$ cat config.mk
export PLATFORM = sky130hd
export DESIGN_NAME = mssd_frame_tx
export DESIGN_NICKNAME = d
export VERILOG_FILES = /design/src/rtl/mssd_pkg.sv /design/src/rtl/piso8.sv /design/src/rtl/mssd_frame_tx.sv
export SDC_FILE = /design/constraint.sdc
export NUM_CORES = 1
export LEC_CHECK = 0
export BUFFER_PORTS_ARGS = -buffer_cell sky130_fd_sc_hd__clkbuf_2
export CORE_AREA = 2 2 93 50
export DETAILED_ROUTE_END_ITERATION = 10
export DIE_AREA = 0 0 95 52
export PLACE_DENSITY = 0.82
export SYNTH_ARGS = -nofsm -noshare
export SYNTH_HDL_FRONTEND = slang
export SYNTH_SLANG_ARGS = --single-unit
$ cat constraint.sdc
create_clock -name clk -period 11.24 [get_ports clk]
set_clock_uncertainty 0.15 [all_clocks]
set_input_delay 1.124 -clock clk [delete_from_list [all_inputs] [get_ports clk]]
set_output_delay 1.124 -clock clk [all_outputs]
set_load 0.005 [all_outputs]
$ cat src/rtl/mssd_pkg.sv
// Shared types and constants for the MSSD serial frame transmitter.
// The header packing lives here so that every user builds the header the same way.
package mssd_pkg;

  localparam int HDR_BITS = 8;
  localparam int DEST_W   = 2;
  localparam int LEN_W    = 6;

  typedef enum logic [2:0] {
    IDLE,
    START,
    HDR,
    DATA,
    STOP,
    GAP
  } tx_state_t;

  // Header on the wire is {len, dest}, sent LSB first, so dest[0] leads.
  function automatic logic [HDR_BITS-1:0] pack_hdr(input logic [LEN_W-1:0]  len,
                                                   input logic [DEST_W-1:0] dest);
    return {len, dest};
  endfunction

endpackage

$ cat src/rtl/piso8.sv
// 8-bit parallel-in serial-out shift register; shifts right, serial bit is the LSB.
// Load takes priority over shift.
module piso8 (
  input  logic       clk,
  input  logic       rst,
  input  logic       ld,
  input  logic       en,
  input  logic [7:0] d,
  output logic       so
);

  logic [7:0] q;

  always_ff @(posedge clk) begin
    if (rst)     q <= '0;
    else if (ld) q <= d;
    else if (en) q <= {1'b0, q[7:1]};
  end

  assign so = q[0];

endmodule

$ cat src/rtl/mssd_frame_tx.sv
// MSSD frame transmitter: start bit, {len,dest} header, 8*len payload bits, stop bit,
// then at least GAP idle-high bits. One bit per clock; the line is a registered output.
module mssd_frame_tx #(
  parameter int GAP = 1
) (
  input  logic                        clk,
  input  logic                        rst,
  input  logic                        req_valid,
  input  logic [mssd_pkg::DEST_W-1:0] req_dest,
  input  logic [mssd_pkg::LEN_W-1:0]  req_len,
  output logic                        req_ready,
  input  logic                        byte_valid,
  input  logic [7:0]                  byte_data,
  output logic                        byte_ready,
  output logic                        sOut,
  output logic                        busy,
  output logic                        done,
  output logic                        underrun
);

  import mssd_pkg::*;

  localparam int                GAP_W  = $clog2(GAP + 1);
  // The idle cycle that accepts the next request is itself one of the GAP idle bits.
  localparam logic [GAP_W-1:0]  GAP_LD = GAP_W'(GAP - 1);

  tx_state_t                state_q, state_d;
  logic [DEST_W-1:0]        dest_q;
  logic [LEN_W-1:0]         len_q;
  logic [LEN_W-1:0]         rem_q, rem_d;
  logic [LEN_W-1:0]         fetched_q, fetched_d;
  logic [LEN_W:0]           fetch_sum;
  logic [2:0]               bit_q, bit_d;
  logic [GAP_W-1:0]         gap_q, gap_d;
  logic [7:0]               hold_q;
  logic                     hold_full_q;
  logic                     sout_d;
  logic                     req_fire, byte_fire, byte_last, reload, shift_en, piso_so;
  logic [7:0]               load_byte;
  logic [HDR_BITS-1:0]      hdr;

  assign hdr        = pack_hdr(len_q, dest_q);
  assign req_ready  = (state_q == IDLE);
  assign busy       = (state_q != IDLE);
  assign done       = (state_q == STOP);
  assign req_fire   = req_valid && req_ready;
  assign byte_ready = (state_q inside {START, HDR, DATA}) && !hold_full_q && (fetched_q < len_q);
  assign byte_fire  = byte_valid && byte_ready;
  assign byte_last  = (bit_q == 3'd7);

  // A reload feeds the next byte to the line on the edge after the last header or data bit.
  assign reload    = byte_last && (((state_q == HDR) && (len_q != '0)) ||
                                   ((state_q == DATA) && (rem_q != '0)));
  assign underrun  = reload && !hold_full_q;
  assign load_byte = hold_full_q ? hold_q : 8'h00;
  assign shift_en  = (state_q == DATA) && !reload;

  // Bit 0 of a reloaded byte goes straight to the line register; the shifter keeps the rest.
  piso8 u_piso (
    .clk (clk),
    .rst (rst),
    .ld  (reload),
    .en  (shift_en),
    .d   ({1'b0, load_byte[7:1]}),
    .so  (piso_so)
  );

  // An underrun byte counts as fetched; the clamp keeps a same-cycle late byte from wrapping.
  always_comb begin
    fetch_sum = {1'b0, fetched_q} + (LEN_W+1)'(byte_fire) + (LEN_W+1)'(underrun);
    fetched_d = (fetch_sum > {1'b0, len_q}) ? len_q : fetch_sum[LEN_W-1:0];
  end

  always_comb begin
    // NOTE: every signal gets a default first, so no path through the case can infer a latch.
    state_d = state_q;
    bit_d   = bit_q;
    rem_d   = rem_q;
    gap_d   = gap_q;
    sout_d  = 1'b1;
    case (state_q)
      IDLE: begin
        if (req_fire) begin
          state_d = START;
          bit_d   = 3'd0;
          sout_d  = 1'b0;
        end
      end
      START: begin
        state_d = HDR;
        sout_d  = hdr[0];
      end
      HDR: begin
        bit_d = bit_q + 3'd1;
        if (!byte_last) begin
          sout_d = hdr[bit_d];
        end else if (len_q != '0) begin
          state_d = DATA;
          rem_d   = len_q - LEN_W'(1);
          sout_d  = load_byte[0];
        end else begin
          state_d = STOP;
        end
      end
      DATA: begin
        bit_d = bit_q + 3'd1;
        if (!byte_last) begin
          sout_d = piso_so;
        end else if (rem_q != '0) begin
          rem_d  = rem_q - LEN_W'(1);
          sout_d = load_byte[0];
        end else begin
          state_d = STOP;
        end
      end
      STOP: begin
        if (GAP > 1) begin
          state_d = mssd_pkg::GAP;
          gap_d   = GAP_LD;
        end else begin
          state_d = IDLE;
        end
      end
      mssd_pkg::GAP: begin
        if (gap_q <= GAP_W'(1)) state_d = IDLE;
        else                    gap_d   = gap_q - GAP_W'(1);
      end
      default: state_d = IDLE;
    endcase
  end

  // NOTE: sequential state uses non-blocking assignments only, so every flop sees pre-edge values.
  always_ff @(posedge clk) begin
    if (rst) begin
      state_q     <= IDLE;
      sOut        <= 1'b1;
      dest_q      <= '0;
      len_q       <= '0;
      rem_q       <= '0;
      fetched_q   <= '0;
      bit_q       <= '0;
      gap_q       <= '0;
      hold_q      <= '0;
      hold_full_q <= 1'b0;
    end else begin
      state_q <= state_d;
      sOut    <= sout_d;
      bit_q   <= bit_d;
      rem_q   <= rem_d;
      gap_q   <= gap_d;
      if (req_fire) begin
        dest_q    <= req_dest;
        len_q     <= req_len;
        fetched_q <= '0;
      end else begin
        fetched_q <= fetched_d;
      end
      // A byte arriving on a reload cycle lands in the holding register, never in the shifter.
      if (byte_fire) begin
        hold_q      <= byte_data;
        hold_full_q <= 1'b1;
      end else if (reload || (state_q == STOP)) begin
        hold_full_q <= 1'b0;
      end
    end
  end

endmodule
==> results by group, run 1 <==
Flow run
  • Max-cap violations: 0

Power and ir drop
  • Pwr/cell area: approximately 130 nW/um2
  • Internal power: 244.1 uW
  • Reg power frac: 48.6%
  • Net Sw Frac: 29.72%
  • VDD IR max: 0.00008326 V
  • Share of power burned in combinational logic: 19.7%
  • Switching power total: 103.2 uW
  • Clock power share: 31.6%
  • Leak: around 1.0 nW

Synth
  • Post-synth EDFFs: 0
  • Post-Syn Area: 2504 um2
  • Ys Warns: 0
  • Synth Flop Type: dfxtp_1
  • Mapped Cells: 295
  • Synthesized flop and latch total: 43
  • Syn_area_per_cell: 8.487 um2
  • Post-synthesis async set-or-reset flop share: 0%
  • Register area share after synthesis: 34.38%
  • Syn nets: 331
  • Yosys cell types: 54

Clock tree
  • TritonCTS clock tree: done
  • Hold_buf cts: 0
  • # Post-CTS Setup Buffers: 0
  • Clock-pin transition on the worst setup and hold timing paths: about 0.080 ns
  • Num CTS Buffers: 5
  • H-tree Lvls: 2
  • Clock Sinks: 43
  • Worst skew pair latency: 0.30 ns
  • Clock Path Buffers: 2
  • Post-CTS Resized: 0
  • Root buf cell: clkbuf_8

Drt
  • WL final: between 5 and 6 mm
  • Drt drc: 0
  • Detailed Routing Iterations Pass 1: 5
  • Vias per cell: 6.008
  • Routed len/inst: 16.29 um
  • Antenna viol nets, final: 0
  • Via count: 2205
  • DR iter-0 viols: 169

Critical path
  • R2r startpoint: bit_q[0]
  • CP peak stage delay: 0.82 ns
  • Slowest-stage cell, CP: nor3_2
  • Req. time, crit path: 11.27 ns
  • RR Endpoint: fetched_q[0]
  • Crit Path Class: reg -> reg
  • Worst EP arrival: 4.96 ns
  • Most frequent CP cell: ha_1
  • Crit-path cells: ha_1 > ha_1 > nand2_2 > nor3_2 > nand2b_1 > fa_1 > inv_1 > ha_1 > nand3_1 > xnor2_1 > ha_1 > a21o_1 > a21o_1 > o21ai_1 > and2_1 > a211oi_1
  • Top fanout value on the critical path: 15
  • Worst R2R Path Depth: 16
  • Setup crit end kind: register
  • R2R Setup Slk: 6.31 ns
  • Critical path origin: bit_q[0]
  • Crit path capture: fetched_q[0]
  • CP Launch Type: register

Cells and area
  • Area Overhead vs Synth: 8.046%
  • Non-filler cells, final: 367
  • Layout cell share with drive strength beyond 1: 14.84%
  • Commonest non-fill, non-tap cell in the layout: dfxtp_1
  • Post-route cell area: 2705 um2
  • Final #Nets: 345
  • # diodes: 0
  • Commonest cells after routing, fill and taps aside: dfxtp_1 (43), a21oi_1 (36), nand2_1 (28)

Worst hold path
  • Worst min-delay path class: reg -> reg

Place
  • Placed inst area: 2605 um2
  • I/O Buffers: 25
  • DP HPWL: 4.260 mm
  • Routability congestion estimate: 0.9578
  • Dpl ws: 6.473 ns
  • DP Cell Count: 359

STA
  • Fmax: 203.0 MHz
  • Final count of negative-setup-slack endpoints: 0
  • Fin. Hold Viols: 0
  • Tcrit/Tclk final: 43.84%
  • Setup repair after global routing missed its margin: false
  • Pins Over Slew Limit: 0
  • Worst slew pin tran: 0.9749 ns
  • Final worst slack: 6.313 ns
  • Slew headroom: 34.66%
  • Fin crit period: 4.927 ns
  • Setup TNS: 0 ns

Global route
  • Tot GR Track Use: 27.43%
  • Initial antenna violation count: 0
  • Largest net degree at the start of global routing: 47
  • GRT overflow: 0
  • Vias in the first global route: 2085
  • First-pass GRT wire length: 10.21 mm

Die
  • Starting Density: 59.75%
  • Die width: about 95 um
  • Rows: 17
  • Die area: 4940 um2
  • Chip height: 52 um
  • Core area: 4190 um2
  • I/O pins: 26

Outcome
  • Outcome: complete, no violations
==> sequential cells by signal, indices dropped and copies added, names as in the netlist <==
| name | flops |
|---|---|
| fetched_q | 6 |
| rem_q | 6 |
| dest_q | 2 |
| len_q | 6 |
| bit_q | 3 |
| hold_q | 8 |
| sOut | 1 |
| state_q | 3 |
| u_piso.q | 7 |
| hold_full_q | 1 |
==> logic make-up after synthesis <==
kind of cell | count (synthesis) | share of synthesized area (%)
adders and majority gates | 16 | 8.296
AOI/OAI and AO/OA | 72 | 17.79
and+or+nand+nor | 118 | 26.39
DFF | 43 | 34.38
muxes | 12 | 5.797
xor gates and xnor gates | 5 | 1.749
buffers and inverters | 29 | 5.597
==> cell type report <==
type	instances	area, um2
multi-input cells	223	1503
fillers	345	1485
flip-flops and latches	43	860.8
repair buffers	26	132.6
clock buffers	8	100.1
well taps	57	71.32
inverters	10	37.54
==> per-layer routing <==
layer / part of all wire, % / global-route usage [%] / wire length (um)
met1: 47 / 40.29 / 2825
met2: 40 / 37.83 / 2417
met3: 9.6 / 6.522 / 575
met4: 2.7 / 12.08 / 160
met5: 0 / 0 / 0
==> worst max-delay path, delay by kind of cell, from the launching register on <==
kind | cells | cell delay, ns
AND/OR/NAND/NOR | 5 | 1.65
adder cells (fa/ha/maj) | 5 | 1.45
AO/OA/AOI/OAI | 4 | 0.83
flip-flops | 1 | 0.43
XOR/XNOR | 1 | 0.20
buffers and inverters | 1 | 0.10
==> cell usage after synthesis (2+ instances only) <==
library cell  count  area, um2
inv_1            10      37.54
a21o_1            3      22.52
nand2b_1         18      112.6
o31ai_1           6      45.04
buf_6             3      33.78
nor3_1            5      25.02
a22oi_1           6      45.04
o21ai_0           3      15.01
mux4_2            2      45.04
xnor2_1           4      35.03
o2111ai_1         2      17.52
or3_1             3      18.77
o21a_1            4      30.03
mux2i_1          10      100.1
nand4_1           4      25.02
o21ai_1           4      20.02
and2_1            2      12.51
buf_2             4      20.02
dfxtp_1          43      860.8
nor3_2            2      20.02
nand2_2           2      12.51
clkbuf_1         11      41.29
nor2_1           13      48.80
nand3b_1          3      22.52
ha_1             15      187.7
nand3_1          20      100.1
nand2_1          28      105.1
a211oi_1          2      15.01
a21oi_1          36      180.2
or2_2             3      18.77
==> worst min-delay path by stage <==
stage,end,from,cells after the start
after floorplan,dest_q[1],dest_q[1],2
after global placement,dest_q[1],dest_q[1],2
after detailed placement,dest_q[1],dest_q[1],2
after CTS,dest_q[1],dest_q[1],2
after global routing,hold_q[4],hold_q[4],2
final,bit_q[1],bit_q[1],2
==> metrics by stage <==
stage | power [mW] | util (%) | hold slack (ns)
finish | 0.3473 | 64.56 | 0.3302
CTS | 0.3457 | 64.56 | 0.3320
floorplan | 0.2209 | - | 0.2834
global route | 0.3673 | 64.56 | 0.3542
global placement | 0.2366 | 62.17 | 0.2988
detailed placement | 0.2387 | 62.17 | 0.3213
==> power by group through the flow <==
stage	logic (mW)	registers, mW	clock network (mW)
3_3_place_gp	0.0647	0.172	0
2_1_floorplan	0.0540	0.167	0
6_report	0.0686	0.169	0.110
3_5_place_dp	0.0666	0.172	0
4_1_cts	0.0672	0.168	0.110
5_1_grt	0.0770	0.170	0.120
Power figures use the tool's default switching activity.
==> run 2, diff against run 1 <==
Settings changed: ABC_AREA from default to 1, CORE_AREA 2 2 93 50 to 2 2 98 53, DIE_AREA 0 0 95 52 to 0 0 100 55, PLACE_DENSITY 0.82 to 0.77.
Clock period 11.24 ns to 4.7 ns, I/O delays scaled along.
==> results by group, run 2 <==
Global route
  • Vias in the first global route: 2114 (was 2085)
  • Tot GR Track Use: 25.20% (was 27.43%)
  • First-pass GRT wire length: 10.44 mm (was 10.21 mm)
  • Largest net degree at the start of global routing: 29 (was 47)
  • Initial antenna violation count: 0 (unchanged)
  • GRT overflow: 0 (unchanged)

Worst hold path
  • Hold depth: 3 (was 2)
  • Hold path startpoint: byte_data[2] (was bit_q[1])
  • Worst min-delay path class: in -> reg (was reg -> reg)
  • Hold Path End: hold_q[2] (was bit_q[1])

Drt
  • Vias per cell: 5.432 (was 6.008)
  • Via count: 2553 (was 2205)
  • Antenna viol nets, final: 0 (unchanged)
  • Routed len/inst: 13.80 um (was 16.29 um)
  • Detailed Routing Iterations Pass 1: 5 (unchanged)
  • WL final: 6.487 mm (was 5.978 mm)
  • Drt drc: 0 (unchanged)
  • DR iter-0 viols: 243 (was 169)

Critical path
  • Top fanout value on the critical path: 13 (was 15)
  • Req. time, crit path: 4.73 ns (was 11.27 ns)
  • R2R Setup Slk: 0.64 ns (was 6.31 ns)
  • Setup crit end kind: register (unchanged)
  • R2r startpoint: bit_q[0] (unchanged)
  • Worst EP arrival: 4.09 ns (was 4.96 ns)
  • Most frequent CP cell: ha_1 (unchanged)
  • Worst Path Buf+Inv: 2 (was 1)
  • RR Endpoint: fetched_q[0] (unchanged)
  • CP peak stage delay: 0.50 ns (was 0.82 ns)
  • Worst R2R Path Depth: 15 (was 16)
  • Largest delay contributor family on the critical path: adder cells (was simple AND/OR/NAND/NOR gates)
  • Crit Path Class: reg -> reg (unchanged)
  • Slowest-stage cell, CP: dfxtp_1 (was nor3_2)
  • Crit-path cells: ha_1 > ha_1 > nand2_4 > nor2_1 > inv_1 > fa_1 > inv_1 > ha_1 > nand3_1 > xor2_1 > ha_1 > and3_1 > nand4_1 > a21boi_0 > nor2_1 (was ha_1 > ha_1 > nand2_2 > nor3_2 > nand2b_1 > fa_1 > inv_1 > ha_1 > nand3_1 > xnor2_1 > ha_1 > a21o_1 > a21o_1 > o21ai_1 > and2_1 > a211oi_1)
  • CP Launch Type: register (unchanged)

Clock tree
  • H-tree Lvls: 2 (unchanged)
  • Num CTS Buffers: 5 (unchanged)
  • Post-CTS Resized: 0 (unchanged)
  • Clock-pin transition on the worst setup and hold timing paths: 0.08 ns (about the same)
  • Hold_buf cts: 0 (unchanged)
  • Worst skew pair latency: 0.29 ns (was 0.30 ns)
  • # Post-CTS Setup Buffers: 0 (unchanged)
  • Clock Path Buffers: 2 (unchanged)
  • TritonCTS clock tree: done (unchanged)
  • Root buf cell: clkbuf_8 (unchanged)
  • Clock Sinks: 43 (unchanged)

Synth
  • Yosys cell types: 35 (was 54)
  • Syn_area_per_cell: 6.703 um2 (was 8.487 um2)
  • Synth Flop Type: dfxtp_1 (unchanged)
  • Largest area contributor in the netlist: dfxtp_1 (unchanged)
  • Syn nets: 425 (was 331)
  • Top-area cell type share of the netlist area: 33.01% (was 34.38%)
  • Ys Warns: 0 (unchanged)
  • Register area share after synthesis: 33.01% (was 34.38%)
  • Post-synthesis async set-or-reset flop share: 0% (unchanged)
  • Area contributors post-synth: dfxtp_1 (33%), nand2_1 (13%), nor2_1 (7.3%) (was dfxtp_1 (34%), ha_1 (7.5%), a21oi_1 (7.2%))
  • Mapped Cells: 389 (was 295)
  • Top-count cell post-synth: nand2_1 (was dfxtp_1)
  • Post-Syn Area: 2608 um2 (was 2504 um2)
  • Post-synth EDFFs: 0 (unchanged)
  • Commonest cells in the netlist: nand2_1 (92), nor2_1 (51), inv_1 (48) (was dfxtp_1 (43), a21oi_1 (36), nand2_1 (28))
  • Synthesized flop and latch total: 43 (unchanged)

Cells and area
  • Non-filler cells, final: 470 (was 367)
  • Final #Nets: 446 (was 345)
  • Commonest cells after routing, fill and taps aside: nand2_1 (92), nor2_1 (51), inv_1 (48) (was dfxtp_1 (43), a21oi_1 (36), nand2_1 (28))
  • Layout cell share with drive strength beyond 1: 11.22% (was 14.84%)
  • Commonest non-fill, non-tap cell in the layout: nand2_1 (was dfxtp_1)
  • Largest reg by FF count: hold_q (unchanged)
  • Top flop regs: hold_q x8, u_piso.q x7 (unchanged)
  • Area Overhead vs Synth: 8.301% (was 8.046%)
  • # diodes: 0 (unchanged)
  • Layout fillers: 450 (was 345)
  • Max FFs per register: 8 (unchanged)

STA
  • Setup repair after global routing missed its margin: false (unchanged)
  • Worst slew pin tran: 0.7625 ns (was 0.9749 ns)
  • Fin crit period: 4.062 ns (was 4.927 ns)
  • Slew headroom: 48.85% (was 34.66%)
  • Setup TNS: 0 ns (unchanged)
  • Tcrit/Tclk final: 86.42% (was 43.84%)
  • Fmax: 246.2 MHz (was 203.0 MHz)
  • Pins Over Slew Limit: 0 (unchanged)
  • Final count of negative-setup-slack endpoints: 0 (unchanged)
  • Fin. Hold Viols: 0 (unchanged)

Die
  • Core area: 4684 um2 (was 4190 um2)
  • I/O pins: 26 (unchanged)
  • Die area: 5500 um2 (was 4940 um2)
  • Die width: 100 um (was 95 um)
  • Chip height: 55 um (was 52 um)
  • Rows: 18 (was 17)
  • Starting Density: 55.66% (was 59.75%)

Power and ir drop
  • Internal power: 840.1 uW (was 244.1 uW)
  • Pwr/cell area: 554.0 nW/um2 (was 128.4 nW/um2)
  • Net Sw Frac: 46.30% (was 29.72%)
  • Share of power burned in combinational logic: 50.4% (was 19.7%)
  • Clock power share: 15.1% (was 31.6%)
  • Leak: 1.441 nW (was 1.025 nW)
  • VDD IR max: 0.0003576 V (was 0.00008326 V)
  • Switching power total: 724.2 uW (was 103.2 uW)
  • Reg power frac: 34.5% (was 48.6%)
  • Final Total Pwr: 1.564 mW (was 347.3 uW)

Flow run
  • Max-cap violations: 0 (unchanged)

Outcome
  • Outcome: complete, no violations (unchanged)

Place
  • Routability congestion estimate: 0.8775 (was 0.9578)
  • I/O Buffers: 25 (unchanged)
  • DP HPWL: 5.028 mm (was 4.260 mm)
  • DP Cell Count: 463 (was 359)
## run 2: worst max-delay path by stage
stage	start	end	slack (ns)	depth (start not counted)
2_1_floorplan	len_q[1]	fetched_q[5]	1.19	20
3_3_place_gp	bit_q[0]	fetched_q[0]	0.87	15
3_5_place_dp	bit_q[0]	fetched_q[0]	0.70	15
4_1_cts	bit_q[0]	fetched_q[0]	0.69	15
5_1_grt	bit_q[0]	fetched_q[0]	0.36	15
6_report	bit_q[0]	fetched_q[0]	0.64	15
## run 2: layout make-up
class                           count  area, um2  area share, %
Clock buffer                        6      82.58          2.924
Clock inverter                      1      5.005         0.1772
Inverter                           52      200.2          7.089
Multi-Input combinational cell    282       1468          51.97
Sequential cell                    43      860.8          30.48
Tap cell                           60      75.07          2.658
Timing Repair Buffer               26      132.6          4.696
## run 2: cell families (layout without fill, tap and decap cells)
logic type	Yosys count	count (layout)	synth area share [%]
adder cells (fa/ha/maj)	16	16	7.965
AO/OA/AOI/OAI	64	64	13.44
flip-flops	43	43	33.01
XOR/XNOR	5	5	1.679
buffers and inverters	64	85	10.70
AND/OR/NAND/NOR	197	197	33.21
## run 2: metrics by stage
step	setup slack [ns]	util [%]	hold slack, ns	cell area (um2)
2_1_floorplan	1.185	-	0.2747	2608
3_5_place_dp	0.6971	58.41	0.3136	2736
3_3_place_gp	0.8683	58.41	0.2991	2736
5_1_grt	0.3612	60.28	0.2557	2824
6_report	0.6383	60.28	0.2450	2824
4_1_cts	0.6910	60.28	0.2426	2824
## run 2: routing by layer
metal | wire, um | vias to the layer above | global-route usage (%)
met2 | 2361 | 98 | 32.88
li1 | - | 1291 | -
met3 | 628 | 6 | 5.528
met5 | 0 | - | 0
met1 | 3461 | 1158 | 40.46
met4 | 36 | 0 | 5.708
## run 2: worst register-to-register path, delay by kind of cell, from the launching register on
| kind | cells | cell delay (ns) |
|---|---|---|
| compound gates | 1 | 0.31 |
| xor+xnor | 1 | 0.18 |
| flops | 1 | 0.50 |
| fa+ha+maj | 5 | 1.54 |
| simple gates | 6 | 1.10 |
| buf+inv | 2 | 0.18 |
## run 2: power by group through the flow
stage	Combinational [mW]	Clock [mW]	Sequential [mW]
2_1_floorplan	0.631	0	0.503
3_3_place_gp	0.749	0	0.543
3_5_place_dp	0.763	0	0.542
4_1_cts	0.771	0.242	0.535
5_1_grt	0.896	0.259	0.550
6_report	0.789	0.236	0.539
==> run 3, diff against run 2 <==
Settings changed: CORE_AREA 2 2 98 53 to 2 2 94 51, DIE_AREA 0 0 100 55 to 0 0 96 53, PLACE_DENSITY 0.77 to 0.83.
Clock period 4.7 ns to 4.8 ns, I/O delays scaled along.
==> results by group, run 3 (synthesis results as in run 2) <==
Power and ir drop
  • Pwr/cell area: 554.4 nW/um2 (was 554.0 nW/um2)
  • VDD IR max: 0.0002955 V (was 0.0003576 V)
  • Leak: 1.444 nW (was 1.441 nW)

Cells and area
  • Area Overhead vs Synth: 8.781% (was 8.301%)
  • Top flop regs: hold_q x8, u_piso.q x7 (unchanged)
  • Largest reg by FF count: hold_q (unchanged)
  • Commonest cells after routing, fill and taps aside: nand2_1 (92), nor2_1 (51), inv_1 (48) (unchanged)
  • # diodes: 0 (unchanged)
  • Layout cell share with drive strength beyond 1: 11.44% (was 11.22%)
  • Max FFs per register: 8 (unchanged)
  • Area of the multi-input gates: 1468 um2 (unchanged)
  • Register area: 860.8 um2 (unchanged)
  • Final #Nets: 446 (unchanged)
  • Commonest non-fill, non-tap cell in the layout: nand2_1 (unchanged)
  • Layout fillers: 384 (was 450)
  • Non-filler cells, final: 468 (was 470)

Critical path
  • Slowest-stage cell, CP: dfxtp_1 (unchanged)
  • Worst Path Buf+Inv: 3 (was 2)
  • CP Launch Type: register (unchanged)
  • R2R Setup Slk: 0.58 ns (was 0.64 ns)
  • Top fanout value on the critical path: 18 (was 13)
  • Req. time, crit path: 4.84 ns (was 4.73 ns)
  • Crit-path cells: inv_1 > ha_1 > a21oi_1 > nor2_1 > nor2_1 > nand4_2 > buf_4 > fa_1 > inv_1 > ha_1 > nand3_1 > xor2_1 > ha_1 > and3_1 > nand4_1 > a21boi_0 > nor2_1 (was ha_1 > ha_1 > nand2_4 > nor2_1 > inv_1 > fa_1 > inv_1 > ha_1 > nand3_1 > xor2_1 > ha_1 > and3_1 > nand4_1 > a21boi_0 > nor2_1)
  • CP peak stage delay: 0.47 ns (was 0.50 ns)
  • Crit Path Class: reg -> reg (unchanged)
  • Worst EP arrival: 4.26 ns (was 4.09 ns)
  • Largest delay contributor family on the critical path: simple AND/OR/NAND/NOR gates (was adder cells)
  • Setup crit end kind: register (unchanged)

Die
  • Starting Density: 61.60% (was 55.66%)
  • Rows: 17 (was 18)
  • I/O pins: 26 (unchanged)
  • Chip height: 53 um (was 55 um)
  • Die width: 96 um (was 100 um)
  • Die area: 5088 um2 (was 5500 um2)
  • Core area: 4233 um2 (was 4684 um2)

Global route
  • Tot GR Track Use: 29.05% (was 25.20%)
  • GRT overflow: 0 (unchanged)
  • Initial antenna violation count: 0 (unchanged)
  • Largest net degree at the start of global routing: 29 (unchanged)
  • Vias in the first global route: 2275 (was 2114)
  • First-pass GRT wire length: 11.06 mm (was 10.44 mm)

Place
  • DP Cell Count: 460 (was 463)
  • Dpl ws: 0.7610 ns (was 0.6971 ns)
  • Routability congestion estimate: 1.148 (was 0.8775)
  • I/O Buffers: 25 (unchanged)
  • DP HPWL: 5.047 mm (was 5.028 mm)

Drt
  • Vias per cell: 5.521 (was 5.432)
  • Routed len/inst: 14.27 um (was 13.80 um)
  • DR iter-0 viols: 311 (was 243)
  • Detailed Routing Iterations Pass 1: 5 (unchanged)
  • WL final: 6.678 mm (was 6.487 mm)
  • Drt drc: 0 (unchanged)
  • Antenna viol nets, final: 0 (unchanged)
  • Via count: 2584 (was 2553)

Clock tree
  • Clock Path Buffers: 2 (unchanged)
  • Clock Sinks: 43 (unchanged)
  • # Post-CTS Setup Buffers: 0 (unchanged)
  • Post-CTS Resized: 0 (unchanged)
  • Worst skew pair latency: 0.30 ns (was 0.29 ns)
  • H-tree Lvls: 2 (unchanged)
  • Num CTS Buffers: 5 (unchanged)
  • Hold_buf cts: 0 (unchanged)
  • Root buf cell: clkbuf_8 (unchanged)
  • Clock-pin transition on the worst setup and hold timing paths: 0.09 ns (was 0.08 ns)
  • TritonCTS clock tree: done (unchanged)

STA
  • Final count of negative-setup-slack endpoints: 0 (unchanged)
  • Fmax: 237.1 MHz (was 246.2 MHz)
  • Fin crit period: 4.218 ns (was 4.062 ns)
  • Worst slew pin tran: 0.7359 ns (was 0.7625 ns)
  • Tcrit/Tclk final: 87.88% (was 86.42%)
  • Slew headroom: 50.64% (was 48.85%)
  • Pins Over Slew Limit: 0 (unchanged)
  • Setup repair after global routing missed its margin: false (unchanged)
  • Hold slack final: 0.2519 ns (was 0.2450 ns)
  • Fin. Hold Viols: 0 (unchanged)
  • Final worst slack: 0.5816 ns (was 0.6383 ns)
  • Setup TNS: 0 ns (unchanged)

Worst hold path
  • Worst min-delay path class: in -> reg (unchanged)

Outcome
  • Outcome: complete, no violations (unchanged)

Flow run
  • Max-cap violations: 0 (unchanged)
[run 3: final cells by class]
cell class              instances  share of cell area (%)
flip-flops and latches         43                   30.35
multi-input cells             282                   51.74
repair buffers                 26                   4.676
inverters                      52                   7.058
clock buffers                   7                   3.397
well taps                      57                   2.514
clock inverters                 1                  0.2647
[run 3: path summary, 6_finish.rpt]
kind	to	cells after the start	from
max reg2reg	fetched_q[0]	17	len_q[2]
min	hold_q[5]	3	byte_data[5]
min reg2reg	dest_q[1]	2	dest_q[1]
max	fetched_q[0]	17	len_q[2]
[run 3: metal layers]
layer | vias to the layer above | global-route usage, % | part of all wire [%]
met3 | 9 | 8.832 | 11
met1 | 1147 | 44.94 | 52
li1 | 1298 | - | -
met4 | 0 | 7.619 | 0.76
met2 | 130 | 37.50 | 36
met5 | - | 0 | 0
[run 3: tightest hold or removal path, cell delays in order]
cell,delay (ns)
clkbuf_2,0.07
nor2_1,0.03
nor2_1,0.08
[run 3: stage by stage]
stage | utilization [%] | power, mW | cell area [um2]
5_1_grt | 67.01 | 1.706 | 2836
2_1_floorplan | - | 1.110 | 2608
3_5_place_dp | 64.56 | 1.284 | 2733
4_1_cts | 67.01 | 1.550 | 2836
3_3_place_gp | 64.56 | 1.268 | 2733
6_report | 67.01 | 1.572 | 2836
[run 3: power by group]
| part | internal [mW] | switching, mW | leakage (nW) |
|---|---|---|---|
| Clock | 0.131 | 0.129 | 0.0505 |
| Combinational | 0.272 | 0.511 | 1.04 |
| Sequential | 0.438 | 0.0924 | 0.351 |
| Total | 0.841 | 0.732 | 1.44 |
